==> src/rtl/tetris_key_input.sv <==
// Button conditioner for the Tetris game logic: synchronises and debounces
// four raw buttons and turns presses into one-cycle move requests, with
// delayed auto-repeat on left, right and soft-drop.

module tetris_key_lane #(
    parameter int unsigned DEBOUNCE_CYCLES = 20000,
    parameter int unsigned DAS_DELAY       = 8000000,
    parameter int unsigned DAS_PERIOD      = 2000000,
    parameter int unsigned CNT_W           = 24,
    parameter bit          REPEAT_EN       = 1'b1
) (
    input  logic clk,
    input  logic rst_n,
    input  logic s,         // synchronised button level
    input  logic enable,
    input  logic conflict,  // both lateral directions held
    output logic d,         // debounced level
    output logic pulse      // registered request pulse
);
    typedef enum logic [1:0] {IDLE, DELAY, REPEAT, LOCKED} state_t;

    localparam logic [CNT_W-1:0] DB_LAST  = CNT_W'(DEBOUNCE_CYCLES - 1);
    localparam logic [CNT_W-1:0] DLY_LAST = CNT_W'(DAS_DELAY - 1);
    localparam logic [CNT_W-1:0] PER_LAST = CNT_W'(DAS_PERIOD - 1);

    state_t           st, st_n;
    logic [CNT_W-1:0] db_cnt;
    logic [CNT_W-1:0] das_cnt, das_n;
    logic             clat, clat_n;   // locked only because of a lateral conflict
    logic             pulse_n;

    // Debouncer: accept a new level after DEBOUNCE_CYCLES differing samples
    always_ff @(posedge clk or negedge rst_n) begin
        if (!rst_n) begin
            d      <= 1'b0;
            db_cnt <= '0;
        end else if (s == d) begin
            db_cnt <= '0;
        end else if (db_cnt == DB_LAST) begin
            d      <= s;
            db_cnt <= '0;
        end else begin
            db_cnt <= db_cnt + 1'b1;
        end
    end

    // Request FSM next-state, DAS counter and pulse
    always_comb begin
        st_n    = st;
        das_n   = das_cnt;
        clat_n  = clat;
        pulse_n = 1'b0;
        if (!enable) begin
            // a held button must be released before it can fire again
            st_n   = d ? LOCKED : IDLE;
            das_n  = '0;
            clat_n = 1'b0;
        end else if (!d) begin
            st_n   = IDLE;
            das_n  = '0;
            clat_n = 1'b0;
        end else if (conflict) begin
            st_n   = LOCKED;
            das_n  = '0;
            clat_n = clat | (st != LOCKED);
        end else begin
            case (st)
                IDLE: begin
                    pulse_n = 1'b1;
                    das_n   = '0;
                    st_n    = REPEAT_EN ? DELAY : LOCKED;
                end
                DELAY: begin
                    if (das_cnt == DLY_LAST) begin
                        pulse_n = 1'b1;
                        das_n   = '0;
                        st_n    = REPEAT;
                    end else if (das_cnt < DLY_LAST) begin
                        das_n = das_cnt + 1'b1;
                    end
                end
                REPEAT: begin
                    if (das_cnt == PER_LAST) begin
                        pulse_n = 1'b1;
                        das_n   = '0;
                    end else if (das_cnt < PER_LAST) begin
                        das_n = das_cnt + 1'b1;
                    end
                end
                default: begin
                    // conflict just cleared with this direction still held: fresh press
                    if (clat) begin
                        pulse_n = 1'b1;
                        das_n   = '0;
                        clat_n  = 1'b0;
                        st_n    = DELAY;
                    end
                end
            endcase
        end
    end

    // FSM state, DAS counter and output pulse registers
    always_ff @(posedge clk or negedge rst_n) begin
        if (!rst_n) begin
            st      <= IDLE;
            das_cnt <= '0;
            clat    <= 1'b0;
            pulse   <= 1'b0;
        end else begin
            st      <= st_n;
            das_cnt <= das_n;
            clat    <= clat_n;
            pulse   <= pulse_n;
        end
    end
endmodule

module tetris_key_input #(
    parameter int unsigned DEBOUNCE_CYCLES = 20000,
    parameter int unsigned DAS_DELAY       = 8000000,
    parameter int unsigned DAS_PERIOD      = 2000000,
    parameter int unsigned CNT_W           = 24
) (
    input  logic clk,
    input  logic rst_n,
    input  logic btn_left,
    input  logic btn_right,
    input  logic btn_rotate,
    input  logic btn_down,
    input  logic enable,
    output logic move_left,
    output logic move_right,
    output logic rotate,
    output logic soft_drop
);
    localparam int NUM_BTN = 4;  // 0 left, 1 right, 2 rotate, 3 down

    logic [NUM_BTN-1:0] btn, sync1, sync2, d, pulse;
    logic               lr_conflict;

    assign btn         = {btn_down, btn_rotate, btn_right, btn_left};
    assign lr_conflict = d[0] & d[1];

    // Two-flop synchronisers for the raw buttons
    always_ff @(posedge clk or negedge rst_n) begin
        if (!rst_n) begin
            sync1 <= '0;
            sync2 <= '0;
        end else begin
            sync1 <= btn;
            sync2 <= sync1;
        end
    end

    for (genvar i = 0; i < NUM_BTN; i++) begin : g_lane
        tetris_key_lane #(
            .DEBOUNCE_CYCLES(DEBOUNCE_CYCLES),
            .DAS_DELAY      (DAS_DELAY),
            .DAS_PERIOD     (DAS_PERIOD),
            .CNT_W          (CNT_W),
            .REPEAT_EN      (i != 2)
        ) u_lane (
            .clk     (clk),
            .rst_n   (rst_n),
            .s       (sync2[i]),
            .enable  (enable),
            .conflict((i < 2) ? lr_conflict : 1'b0),
            .d       (d[i]),
            .pulse   (pulse[i])
        );
    end

    assign move_left  = pulse[0];
    assign move_right = pulse[1];
    assign rotate     = pulse[2];
    assign soft_drop  = pulse[3];
endmodule

==> config.mk <==
export PLATFORM = sky130hd
export DESIGN_NAME = tetris_key_input
export DESIGN_NICKNAME = d
export VERILOG_FILES = /design/src/rtl/tetris_key_input.sv
export SDC_FILE = /design/constraint.sdc
export NUM_CORES = 1
export LEC_CHECK = 0
export ABC_AREA = 1
export CORE_UTILIZATION = 65
export DETAILED_ROUTE_END_ITERATION = 7
export PLACE_DENSITY = 0.79
export RECOVER_POWER = 100
export SYNTH_ARGS = -nofsm -noshare
export SYNTH_HDL_FRONTEND = slang
export SYNTH_SLANG_ARGS = --single-unit
==> constraint.sdc <==
create_clock -name clk -period 3.8 [get_ports clk]
set_input_delay 1.14 -clock clk [delete_from_list [all_inputs] [get_ports clk]]
set_output_delay 1.14 -clock clk [all_outputs]
set_load 0.01 [all_outputs]
==> metrics.log, run 1 <==
[metrics] register-to-register setup slack: 0.82 ns
[metrics] P&R area growth vs syn: 7.525%
[metrics] post-detail-place hpwl: 23540 um
[metrics] worst hold slack: 0.3423 ns
[metrics] peak supply drop: 0.3433 mV
[metrics] result of the run: finished, violations left
[metrics] PD cells: 319.9 mW/mm2
[metrics] number of warnings issued by yosys: 0
[metrics] fill cell count: 1755
[metrics] largest fanout on the critical path: 11
[metrics] remaining global-route overflow: 0
[metrics] peak clock frequency supported by timing: 0.3096 GHz
[metrics] Clock Skews: 0.01786 ns
[metrics] launch point of the critical path: enable
[metrics] most instantiated flip-flop cell in the synthesis netlist: sky130_fd_sc_hd__dfrtp_1
[metrics] Net Switching: 1.054 mW
[metrics] average size of a mapped cell: 7.019 um2
[metrics] met3 track demand over resource in global routing: 3.282%
[metrics] RSZ-0062 raised after global routing: false
[metrics] hold buffers post-CTS: 0
[metrics] Worst Setup Start Kind: primary input
[metrics] Sequential Power Share: 49.0%
[metrics] layer carrying the most global-route usage: met2
[metrics] routed wire length: 32530 um
[metrics] number of library cell types mapped by synthesis: 53
[metrics] combinational share of power: 2.2%
[metrics] Sink Count: 218
[metrics] Cell Chain, Critical Path: dlygate4sd3_1, clkbuf_1, nand2_1, nor2_1, nand2_1, clkinv_1, nand2_1, nand2_4, nor2_1, nand2_1, o21ai_0
[metrics] Resized Gates After CTS: 0
[metrics] Hold Path Class: reg -> reg
[metrics] Nets: 2028
[metrics] wire length of the first global-routing pass: 55260 um
[metrics] violations in the final reports: capacitance limit, slew limit
[metrics] routing usage on met1: 40.93%
[metrics] endpoint of the worst setup timing path: g_lane[0].u_lane.das_cnt[7]$_DFFE_PN0P_
[metrics] detailed-router iteration count before antenna repair: 7
[metrics] clock group share of total power: 48.8%
[metrics] cell with the most instances on the worst path: sky130_fd_sc_hd__nand2_1
[metrics] Clock Tree Buf Depth: 3
[metrics] worst path arrival time: 3.62 ns
[metrics] number of antenna-violating nets in the routed design: 0
[metrics] count of state elements after synthesis: 218
[metrics] number of synthesized flops with an enable pin: 0
[metrics] total nets after synthesis: 2018
[metrics] H-tree levels: 1
[metrics] slew of the pin with the lowest slew margin: 2.278 ns
[metrics] clock latency on the worst-skew pair: 0.54 ns
[metrics] crit path capture type: register
[metrics] Slew headroom: -51.83%
[metrics] Worst Path Required: 4.19 ns
[metrics] Post-CTS Setup Bufs: 0
[metrics] total placed instance area: 0.01427 mm2
[metrics] post-route design area: 0.01498 mm2
[metrics] combined global-route utilization of all metal layers: 30.10%
[metrics] area enclosed by the die boundary: 0.02203 mm2
[metrics] instance count of the mapped netlist: 1985
[metrics] CTS tree: built
[metrics] sequential share of the synthesized area: 39.15%
[metrics] ratio of cells with drive above 1 in the final layout: 5.572%
[metrics] per-cell via count in the routed design: 5.668
[metrics] DRC: 0
[metrics] cell with the biggest individual delay on the critical path: sky130_fd_sc_hd__dlygate4sd3_1
[metrics] IO buf count: 10
[metrics] count of final setup violators: 0
[metrics] Hold Vio Cnt, Final: 0
[metrics] initial antenna violation count: 0
[metrics] switching part of the total: 22.00%
[metrics] met2 capacity usage during global routing: 50.45%
[metrics] maximum number of pins on one net before global-route repair: 89
[metrics] instance count along the most critical hold path: 0
[metrics] async set or reset register ratio after synthesis: 100.0%
[metrics] core region area: 0.02102 mm2
[metrics] number of top-level pins: 11
[metrics] min cycle time layout: 3.230 ns
[metrics] cell leakage power: 6.722 nW
[metrics] number of antenna diodes: 0
[metrics] number of buffers added by the clock tree synthesis step: 24
[metrics] drt wl/cell: 14.24 um
[metrics] Max Slew Vio Count: 88
[metrics] Crit Reg-Reg Startpoint: g_lane[0].u_lane.db_cnt[0]$_DFF_PN0_
[metrics] worst setup path class: in -> reg
[metrics] effective utilization at floorplan: 66.28%
[metrics] Final period util: 85.01%
[metrics] reg-to-reg critical path endpoint: g_lane[0].u_lane.db_cnt[13]$_DFF_PN0_
[metrics] detailed router's first-iteration violation count: 769
[metrics] Root Buffer: sky130_fd_sc_hd__clkbuf_16
[metrics] clock slew seen by the registers of the worst setup and hold paths: 0.06 ns
[metrics] via count of the first global-routing pass: 12140
[metrics] Chip Width: 148.4 um
[metrics] P_int: 3.738 mW
[metrics] last weighted congestion value of the routability-driven placer: 0.9431
[metrics] post-synthesis instance area: 0.01393 mm2
[metrics] maximum single-stage delay on the critical path: 0.74 ns
[metrics] std cell rows: 53
[metrics] number of violations of the max-capacitance limit: 1
[metrics] cell depth of the worst flop-to-flop path: 10
[metrics] floorplan die height: 148.4 um
[metrics] final-layout setup total negative slack: 0 ns
[metrics] Vias: 12950
## cells in the final DEF, fill, tap and decap left out, types with 4 or more instances in the layout
master,count
sky130_fd_sc_hd__clkbuf_8,4
sky130_fd_sc_hd__clkbuf_1,8
sky130_fd_sc_hd__nand2_2,5
sky130_fd_sc_hd__o21a_1,8
sky130_fd_sc_hd__ha_1,26
sky130_fd_sc_hd__a31oi_1,10
sky130_fd_sc_hd__clkinv_2,4
sky130_fd_sc_hd__nand3_2,5
sky130_fd_sc_hd__o21ai_1,6
sky130_fd_sc_hd__dfrtp_1,218
sky130_fd_sc_hd__a21oi_1,78
sky130_fd_sc_hd__nor4_1,26
sky130_fd_sc_hd__xor2_1,44
sky130_fd_sc_hd__nor3_1,87
sky130_fd_sc_hd__o22ai_1,4
sky130_fd_sc_hd__o21ai_0,106
sky130_fd_sc_hd__nand3_1,158
sky130_fd_sc_hd__nand4_1,72
sky130_fd_sc_hd__or2_2,6
sky130_fd_sc_hd__xnor2_1,4
sky130_fd_sc_hd__nor3b_1,9
sky130_fd_sc_hd__nor2_2,12
sky130_fd_sc_hd__nand2_1,440
sky130_fd_sc_hd__inv_1,280
sky130_fd_sc_hd__dlygate4sd3_1,9
sky130_fd_sc_hd__a211oi_1,4
sky130_fd_sc_hd__mux2_2,4
sky130_fd_sc_hd__clkbuf_16,24
sky130_fd_sc_hd__inv_2,17
sky130_fd_sc_hd__clkbuf_2,4
sky130_fd_sc_hd__nor2_1,271
sky130_fd_sc_hd__nor3_2,9
## logic make-up after synthesis
kind of cell             Yosys count  share of synthesized area, %
AO/OA/AOI/OAI                    236                         9.375
XOR/XNOR                          48                         3.017
adder cells (fa/ha/maj)           26                         2.335
buffers and inverters            336                         9.510
flip-flops                       218                         39.15
multiplexers                       4                        0.3233
AND/OR/NAND/NOR                 1117                         36.29
## how the worst min path moves through the flow
stage | slack [ns] | startpoint | endpoint
after global routing | 0.35 | sync1[3]$_DFF_PN0_ | sync2[3]$_DFF_PN0_
after CTS | 0.35 | sync1[3]$_DFF_PN0_ | sync2[3]$_DFF_PN0_
final | 0.34 | sync1[3]$_DFF_PN0_ | sync2[3]$_DFF_PN0_
after global placement | 0.33 | sync1[3]$_DFF_PN0_ | sync2[3]$_DFF_PN0_
after detailed placement | 0.34 | sync1[3]$_DFF_PN0_ | sync2[3]$_DFF_PN0_
after floorplan | 0.33 | sync1[0]$_DFF_PN0_ | sync2[0]$_DFF_PN0_
## power by group through the flow
stage / Sequential (mW) / Clock, mW / Combinational (mW)
after floorplan: 2.39 / 0 / 0.0404
after global placement: 2.39 / 0 / 0.109
after detailed placement: 2.39 / 0 / 0.112
after CTS: 2.35 / 2.38 / 0.113
after global routing: 2.35 / 2.47 / 0.123
final: 2.35 / 2.34 / 0.105
## cell type report
type / instances / area (um2) / share of cell area (%)
sequential: 218 / 5455 / 36.41
tap: 275 / 344.1 / 2.297
multi-input combinational: 1431 / 7102 / 47.40
clock buffer: 33 / 674.4 / 4.501
clock inverter: 8 / 118.9 / 0.7934
timing repair buffer: 18 / 148.9 / 0.9938
inverter: 302 / 1139 / 7.600
## metrics by stage
step	util [%]	instances	total power [mW]	worst slack, ns
2_1_floorplan	-	1985	2.427	1.425
4_1_cts	71.65	2285	4.840	0.9677
5_1_grt	71.27	2285	4.937	0.3958
6_report	71.27	2285	4.792	0.5698
3_3_place_gp	67.88	2244	2.496	0.5109
3_5_place_dp	67.88	2244	2.501	0.4186
## cell usage after synthesis, types with 8 or more instances
cell type	instances	share of area (%)
sky130_fd_sc_hd__a21oi_1	78	2.8
sky130_fd_sc_hd__a31oi_1	10	0.45
sky130_fd_sc_hd__buf_2	13	0.47
sky130_fd_sc_hd__clkbuf_1	12	0.32
sky130_fd_sc_hd__dfrtp_1	218	39
sky130_fd_sc_hd__ha_1	26	2.3
sky130_fd_sc_hd__inv_1	274	7.4
sky130_fd_sc_hd__inv_2	24	0.65
sky130_fd_sc_hd__nand2_1	437	12
sky130_fd_sc_hd__nand3_1	158	5.7
sky130_fd_sc_hd__nand4_1	72	3.2
sky130_fd_sc_hd__nor2_1	269	7.2
sky130_fd_sc_hd__nor2_2	13	0.58
sky130_fd_sc_hd__nor3_1	85	3.1
sky130_fd_sc_hd__nor3_2	11	0.79
sky130_fd_sc_hd__nor3b_1	9	0.48
sky130_fd_sc_hd__nor4_1	26	1.2
sky130_fd_sc_hd__o21a_1	8	0.43
sky130_fd_sc_hd__o21ai_0	92	3.3
sky130_fd_sc_hd__o21ai_1	20	0.72
sky130_fd_sc_hd__xor2_1	44	2.8
## registers in the layout (all words and copies together) (netlist names)
register,flops
sync2,4
sync1,4
g_lane.u_lane.db_cnt,96
g_lane.u_lane.das_cnt,96
g_lane.u_lane.d,4
g_lane.u_lane.pulse,4
g_lane.u_lane.st,8
g_lane.u_lane.clat,2
## routing by layer
metal	part of all wire [%]	routed length (um)	vias up
met4	2.7	880	0
li1	-	-	6495
met5	0	0	-
met3	4.9	1587	71
met2	47	15330	367
met1	45	14740	6018
## worst max-delay path: cells and delay by family
kind	cells	cell delay [ns]
buffers and inverters	3	1.23
AO/OA/AOI/OAI	1	0.09
AND/OR/NAND/NOR	7	1.17
Power figures use the tool's default switching activity.
==> run 2: changes to the inputs <==
==> constraint.sdc (replaced) <==
create_clock -name clk -period 3.8 [get_ports clk]
set_input_delay 0.38 -clock clk [delete_from_list [all_inputs] [get_ports clk]]
set_output_delay 0.38 -clock clk [all_outputs]
set_load 0.01 [all_outputs]
==> metrics.log, run 2 (synthesis gave the netlist of run 1 again) <==
[metrics] Slew headroom: 2.898%
[metrics] slew of the pin with the lowest slew margin: 1.457 ns
[metrics] IO buf count: 10
[metrics] PD cells: 318.3 mW/mm2
[metrics] number of violations of the max-capacitance limit: 0
[metrics] drt wl/cell: 14.10 um
[metrics] Post-CTS Setup Bufs: 0
[metrics] maximum number of pins on one net before global-route repair: 124
[metrics] detailed-router iteration count before antenna repair: 6
[metrics] initial antenna violation count: 0
[metrics] Root Buffer: sky130_fd_sc_hd__clkbuf_16
[metrics] detailed router's first-iteration violation count: 1016
[metrics] number of top-level pins: 11
[metrics] std cell rows: 53
[metrics] cell with the biggest individual delay on the critical path: sky130_fd_sc_hd__nand2_1
[metrics] Cell Chain, Critical Path: ha_1, nand2_1, inv_1, nand2_1, nor3_1, nand3_1, nand2_1, inv_1, nand2_1, nand2_1, inv_4, o21ai_0, and2_1
[metrics] maximum single-stage delay on the critical path: 0.59 ns
[metrics] core region area: 0.02102 mm2
[metrics] Regs by FF count: g_lane.u_lane.das_cnt x96, g_lane.u_lane.db_cnt x96, g_lane.u_lane.st x8
[metrics] commonest non-fill, non-tap cells in the layout: sky130_fd_sc_hd__nand2_1 (441), sky130_fd_sc_hd__inv_1 (279), sky130_fd_sc_hd__nor2_1 (274), sky130_fd_sc_hd__dfrtp_1 (218), sky130_fd_sc_hd__nand3_1 (161)
[metrics] post-route design area: 0.01493 mm2
[metrics] effective utilization at floorplan: 66.28%
[metrics] combined global-route utilization of all metal layers: 30.12%
[metrics] post-route worst setup slack: 0.8891 ns
[metrics] remaining global-route overflow: 0
[metrics] number of antenna-violating nets in the routed design: 0
[metrics] number of cells in the design after placement: 2241
[metrics] Chip Width: 148.4 um
[metrics] Hold Vio Cnt, Final: 0
[metrics] share of the core filled with cells: 71.01%
[metrics] number of buffers added by the clock tree synthesis step: 25
[metrics] Clock Tree Buf Depth: 3
[metrics] last weighted congestion value of the routability-driven placer: 0.9359
[metrics] Worst Path Required: 4.21 ns
[metrics] Resized Gates After CTS: 0
[metrics] RSZ-0062 raised after global routing: false
[metrics] Overall Power: 4.751 mW
[metrics] via count of the first global-routing pass: 12120
[metrics] wire length of the first global-routing pass: 55410 um
[metrics] DRC: 0
[metrics] final std cells w/o fill: 2287
[metrics] routed wire length: 32260 um
[metrics] Place WS: 1.069 ns
[metrics] final-layout setup total negative slack: 0 ns
[metrics] largest fanout on the critical path: 27
[metrics] CTS tree: built
[metrics] clock latency on the worst-skew pair: 0.53 ns
[metrics] total placed instance area: 0.01425 mm2
[metrics] worst hold slack: 0.3548 ns
[metrics] Max Slew Vio Count: 0
[metrics] crit path capture type: register
[metrics] clock slew seen by the registers of the worst setup and hold paths: 0.06 ns
[metrics] Sink Count: 218
[metrics] worst setup path class: reg -> reg
[metrics] Vias: 13040
[metrics] P&R area growth vs syn: 7.130%
[metrics] worst path arrival time: 3.32 ns
[metrics] floorplan die height: 148.4 um
[metrics] Clock Skews: 0.01954 ns
[metrics] cell leakage power: 6.683 nW
[metrics] min cycle time layout: 2.911 ns
[metrics] Hold Path Class: reg -> reg
[metrics] peak clock frequency supported by timing: 0.3435 GHz
[metrics] count of final setup violators: 0
[metrics] Nets: 2027
[metrics] peak supply drop: 0.3392 mV
[metrics] most common cell after layout, fill and taps aside: sky130_fd_sc_hd__nand2_1
[metrics] H-tree levels: 1
[metrics] result of the run: completed
[metrics] ratio of cells with drive above 1 in the final layout: 5.219%
[metrics] Worst Setup Start Kind: register
[metrics] number of antenna diodes: 0
[metrics] Final period util: 76.60%
[metrics] area enclosed by the die boundary: 0.02203 mm2
[metrics] cell with the most instances on the worst path: sky130_fd_sc_hd__nand2_1
[metrics] register-to-register setup slack: 0.89 ns
[metrics] per-cell via count in the routed design: 5.703
[metrics] post-detail-place hpwl: 23460 um
## run 2: critical path, delay by kind of cell (launching register included)
kind                     cells  cell delay, ns
buffers and inverters        3            0.44
AO/OA/AOI/OAI                1            0.10
AND/OR/NAND/NOR              8            1.68
adder cells (fa/ha/maj)      1            0.19
flip-flops                   1            0.39
## run 2: layout make-up
cell class                 instances  area, um2
fill                            1737       6095
multi-input combinational       1431       7057
inverter                         302       1137
clock buffer                      33      675.6
sequential                       218       5455
tap                              275      344.1
clock inverter                    12      103.9
timing repair buffer              16      153.9
## run 2: what timing repair did
item                       4_1_cts  5_1_grt
setup endpoints to repair        0        0
hold endpoints to repair         3        0
hold buffers                     1        0
## run 2: per-layer routing
layer | global-route usage, % | share of wire, % | vias up
met5 | 0 | 0 | -
met4 | 7.938 | 2.1 | 0
met2 | 49.88 | 46 | 414
li1 | - | - | 6489
met3 | 3.497 | 5.7 | 73
met1 | 42.00 | 46 | 6066
## run 2: path summary, 6_finish.rpt
check | start | endpoint | depth (start not counted)
worst max-delay path | g_lane[3].u_lane.das_cnt[1]$_DFFE_PN0P_ | g_lane[3].u_lane.das_cnt[6]$_DFFE_PN0P_ | 13
worst min-delay path | sync1[1]$_DFF_PN0_ | sync2[1]$_DFF_PN0_ | 0
worst max register to register | g_lane[3].u_lane.das_cnt[1]$_DFFE_PN0P_ | g_lane[3].u_lane.das_cnt[6]$_DFFE_PN0P_ | 13
worst min register to register | sync1[1]$_DFF_PN0_ | sync2[1]$_DFF_PN0_ | 0
max in group asynchronous | rst_n | g_lane[2].u_lane.db_cnt[21]$_DFF_PN0_ | 3
min in group asynchronous | rst_n | g_lane[0].u_lane.das_cnt[15]$_DFFE_PN0P_ | 2
## run 2: report_power, final
group	switching, mW	internal (mW)	total, mW
clock network	0.976	1.32	2.30
logic	0.0832	0.0223	0.106
registers	0.0101	2.34	2.35
total	1.07	3.68	4.75
